--- config.mk ---
export PLATFORM = sky130hd
export DESIGN_NAME = evt_fifo
export DESIGN_NICKNAME = d
export VERILOG_FILES = /design/src/rtl/evt_fifo.sv
export SDC_FILE = /design/constraint.sdc
export NUM_CORES = 1
export LEC_CHECK = 0
export CAP_MARGIN = 20
export CORE_MARGIN = 3
export CORE_UTILIZATION = 40
export DETAILED_ROUTE_END_ITERATION = 12
export GPL_TIMING_DRIVEN = 0
export SLEW_MARGIN = 20
export SYNTH_ARGS = -nofsm -noshare
export SYNTH_HDL_FRONTEND = slang
export SYNTH_SLANG_ARGS = --single-unit
--- constraint.sdc ---
create_clock -name clk -period 5.6 [get_ports clk]
set_input_delay 1.4 -clock clk [delete_from_list [all_inputs] [get_ports clk]]
set_output_delay 1.4 -clock clk [all_outputs]
set_load 0.01 [all_outputs]
--- src/rtl/evt_fifo.sv ---
// Synchronous FIFO with registered head entry, registered valid and full.
// Pointers carry one extra bit so full and empty are told apart.
module evt_fifo #(
   parameter int unsigned W     = 9,
   parameter int unsigned DEPTH = 4
) (
   input  logic         clk,
   input  logic         rst_n,
   input  logic         push,
   input  logic [W-1:0] din,
   output logic         full,
   input  logic         pop,
   output logic [W-1:0] dout,
   output logic         valid
);

   localparam int unsigned AW = $clog2(DEPTH);

   logic [W-1:0]  mem [DEPTH];
   logic [AW:0]   wr_ptr;
   logic [AW:0]   rd_ptr;
   logic [AW:0]   wr_ptr_nxt;
   logic [AW:0]   rd_ptr_nxt;
   logic [AW-1:0] rd_idx_next;
   logic [W-1:0]  head_nxt;
   logic          wr_en;
   logic          rd_en;
   logic          more_c;

   // Next pointers and the entry that becomes the head after this edge.
   always_comb begin
      rd_en       = pop && valid;
      wr_en       = push && (!full || rd_en);
      wr_ptr_nxt  = wr_ptr + (AW+1)'(wr_en);
      rd_ptr_nxt  = rd_ptr + (AW+1)'(rd_en);
      rd_idx_next = rd_ptr[AW-1:0] + AW'(1);
      more_c      = (rd_ptr + (AW+1)'(1)) != wr_ptr;
      head_nxt    = dout;
      if (rd_en) begin
         if (more_c) begin
            head_nxt = mem[rd_idx_next];
         end else if (wr_en) begin
            head_nxt = din;
         end
      end else if (!valid && wr_en) begin
         head_nxt = din;
      end
   end

   always_ff @(posedge clk) begin
      if (wr_en) begin
         mem[wr_ptr[AW-1:0]] <= din;
      end
   end

   always_ff @(posedge clk) begin
      if (!rst_n) begin
         wr_ptr <= '0;
         rd_ptr <= '0;
         dout   <= '0;
         valid  <= 1'b0;
         full   <= 1'b0;
      end else begin
         wr_ptr <= wr_ptr_nxt;
         rd_ptr <= rd_ptr_nxt;
         dout   <= head_nxt;
         valid  <= wr_ptr_nxt != rd_ptr_nxt;
         full   <= (wr_ptr_nxt[AW] != rd_ptr_nxt[AW]) &&
                   (wr_ptr_nxt[AW-1:0] == rd_ptr_nxt[AW-1:0]);
      end
   end

endmodule

==> key figures, run 1 <==
Outcome
  • Status: complete, no violations

Drt
  • Antenna Nets Post-Route: 0
  • # DRC: 0
  • Number of vias per cell: a little under 6
  • Pre-antenna DRT Iters: 4
  • WL final: roughly 5100 µm
  • Detailed Route Iter0 Violations: approximately 120
  • Avg WL per Cell: 20.62 µm
  • Via count: 1,434

Synthesis
  • Seq/Total Area, Yosys: between 60 and 70%
  • Seq cells post-synth: 53
  • Post-Synth Simple-Gate Area: roughly 4.2%
  • Synth Flop Type: edfxtp_1
  • Post-Syn Instances: roughly 140
  • Yosys top cell by area: edfxtp_1
  • Mux contribution to synthesized area: under 10%
  • Commonest cells in the netlist: edfxtp_1, a311oi_1, dfxtp_1, o211ai_1, o31ai_1
  • Synth async-reset ratio: 0%
  • Most frequent cell after synthesis: edfxtp_1
  • Distinct cells, synth: 27
  • Syn nets: 160
  • Adder-cell share of the synthesized area: under 10%
  • Number of warnings issued by yosys: 0
  • Area contributors post-synth: edfxtp_1, dfxtp_1, a311oi_1
  • Post-synth top area share: a little under half
  • Compound-Gate Fraction of Synth Area: between 10 and 15%
  • XOR/XNOR share of the synthesized area: 4.674%
  • Synthesized area per cell: between 15 and 20 µm²
  • Largest family of logic cells by synthesized area: compound AO/OA/AOI/OAI gates
  • Cell area after synthesis: about 2300 µm²
  • Post-synth EDFFs: 36

Worst setup path
  • Cell repeated most along the worst path: ha_1
  • Max FO, Critical Path: 10
  • CP startpoint kind: input port
  • Crit path kind: in2reg
  • CP max-delay cell: clkdlybuf4s50_1
  • Worst setup EP type: flop
  • Critical-path cell list: clkdlybuf4s50_1 -> nand2_1 -> buf_6 -> a21o_1 -> inv_1 -> ha_1 -> ha_1 -> xnor2_1 -> xor2_1 -> nor4b_1
  • CP Data Required Time: a little under 6000 ps
  • Slowest stage delay, CP: around 480 ps
  • Critical Path AT: between 3000 and 4000 ps

STA
  • RSZ-0062 raised after global routing: no
  • Final setup viols: 0
  • Fmax: roughly 0.29 GHz
  • Worst-margin pin slew: around 940 ps
  • Slew HR: 36.56%
  • Setup TNS: 0 ps
  • Clock Skews: slightly above 7 ps
  • Min Tclk post-route: between 3000 and 4000 ps
  • Hold Vio Cnt, Final: 0
  • Tcrit/Tclk final: between 60% and 70%
  • Pins Over Slew Limit: 0

Placed design
  • DPL Wire Length: around 3600 µm
  • Placed Cells: 238
  • Cell Area, Placed: about 2600 µm²
  • I/O Buffers: 22
  • GPL Wtd Cong: approximately 0.78

Finish
  • Nets: roughly 190
  • Non-filler instance count after layout: approximately 250
  • Cell area after layout: 2734 µm²
  • Fillers: around 460
  • Ant diodes: 0
  • Layout area overhead: 18.75%
  • Layout cells sized above 1: 17.05%
  • Post-Route Utilization: between 50% and 60%

Die
  • I/O pin count: 24
  • Initial core utilization: ~43%
  • Total core area: about 5300 µm²
  • Die Area: ~6700 µm²
  • Row count: 26
  • Die height: 81.87 µm
  • DIE WIDTH: 81.87 µm

CTS
  • Clock buffer count from CTS: 5
  • H-tree levels: 2
  • CTS max path bufs: 2
  • Post-CTS resize count: 0
  • Worst skew pair latency: 310 ps
  • CTS sink cnt: 53
  • Reg clk slew, reported paths: 90 ps
  • CTS tree: done
  • Setup bufs post-CTS: 0
  • Hold Buf Count CTS: 0
  • Root Buffer: clkbuf_8

Global routing
  • Gr ovfl total: 0
  • All-Layer GR Usage: around 17%
  • Pin count of the biggest net entering global routing: 17
  • Vias in the first global route: 1,487
  • First-pass GRT wire length: between 8000 and 9000 µm
  • Initial antenna violation count: 0

Power
  • PD cells: roughly 330 nW/µm²
  • P_leak: 0.9285 nW
  • Worst vdd ir: between 0.1 and 0.15 mV
  • Power, Total: 0.8929 mW

Job
  • Max-cap violations: 0

Hold path
  • Worst Hold Class: reg2reg
cell usage in the layout (no fill, tap or decap), types with 5 or more instances in the layout:
cell type / count
clkbuf_8: 5
edfxtp_1: 36
buf_4: 7
dfxtp_1: 17
a311oi_1: 18
buf_6: 5
mux4_2: 7
o31ai_1: 9
clkdlybuf4s50_1: 22
o211ai_1: 9
cell type report:
cell class	count	area, µm²	area share, %
Sequential cell	53	1421	51.99
Multi-Input combinational cell	78	798.3	29.20
Timing Repair Buffer	25	242.7	8.879
Tap cell	70	87.58	3.204
Buffer	9	86.33	3.158
Clock buffer	5	68.82	2.517
Clock inverter	3	17.52	0.6407
Inverter	3	11.26	0.4119
stage by stage:
step | hold WS, ps | setup slack, ps
floorplan | 508.8 | 2504
global placement | 494.6 | 1337
detailed placement | 501.5 | 1862
CTS | 515.8 | 2176
global route | 541.2 | 1964
finish | 509.9 | 2168
registers in the layout (all words and copies together), names as in the netlist:
signal and flops:
valid 1, dout 9, rd_ptr 3, full 1, mem 36, wr_ptr 3
layer usage:
layer | share of wire, % | global-route usage [%]
met1 | 43 | 21.52
met3 | 6.3 | 4.276
met2 | 49 | 26.58
met4 | 1.9 | 6.312
met5 | 0 | 0
critical path: cells and delay by family:
kind	cells	cell delay, ps
compound gates	1	230
simple gates	2	420
xor+xnor	2	480
fa+ha+maj	2	370
buf+inv	3	750
cell families after synthesis:
family / Yosys count
adder cells (fa/ha/maj): 4
multiplexers: 9
XOR/XNOR: 9
flip-flops: 53
AND/OR/NAND/NOR: 17
AO/OA/AOI/OAI: 39
buffers and inverters: 12
report_power, final:
part           switching (mW)  total [mW]  internal (mW)  leakage, nW
combinational           0.110       0.214          0.104        0.413
clock                   0.124       0.210         0.0867       0.0455
sequential             0.0201       0.469          0.449        0.470
worst paths after layout:
kind	depth (start not counted)	startpoint	endpoint	slack, ps
min	2	dout[0]$_SDFFE_PN0P_	dout[0]$_SDFFE_PN0P_	510
min reg2reg	2	dout[0]$_SDFFE_PN0P_	dout[0]$_SDFFE_PN0P_	510
max reg2reg	5	rd_ptr[0]$_SDFF_PN0_	dout[8]$_SDFFE_PN0P_	3260
max	10	pop	full$_SDFF_PN0_	2170
(Power assumes the default switching activity.)
==> inputs of run 2 (changes only) <==
==> constraint.sdc (replaced) <==
create_clock -name clk -period 3.2 [get_ports clk]
set_input_delay 0.8 -clock clk [delete_from_list [all_inputs] [get_ports clk]]
set_output_delay 0.8 -clock clk [all_outputs]
set_load 0.01 [all_outputs]
==> results of run 2 <==
Same layout as run 1 (identical final DEF). Status: complete, no violations.
Main changes from that run: setup slack after placement 1862 ps -> 62.18 ps; setup slack after layout 2168 ps -> 368.3 ps; register-to-register setup slack 3260 ps -> 860 ps; total power 0.8929 mW -> 1.563 mW; worst IR drop on VDD 0.1400 mV -> 0.2450 mV
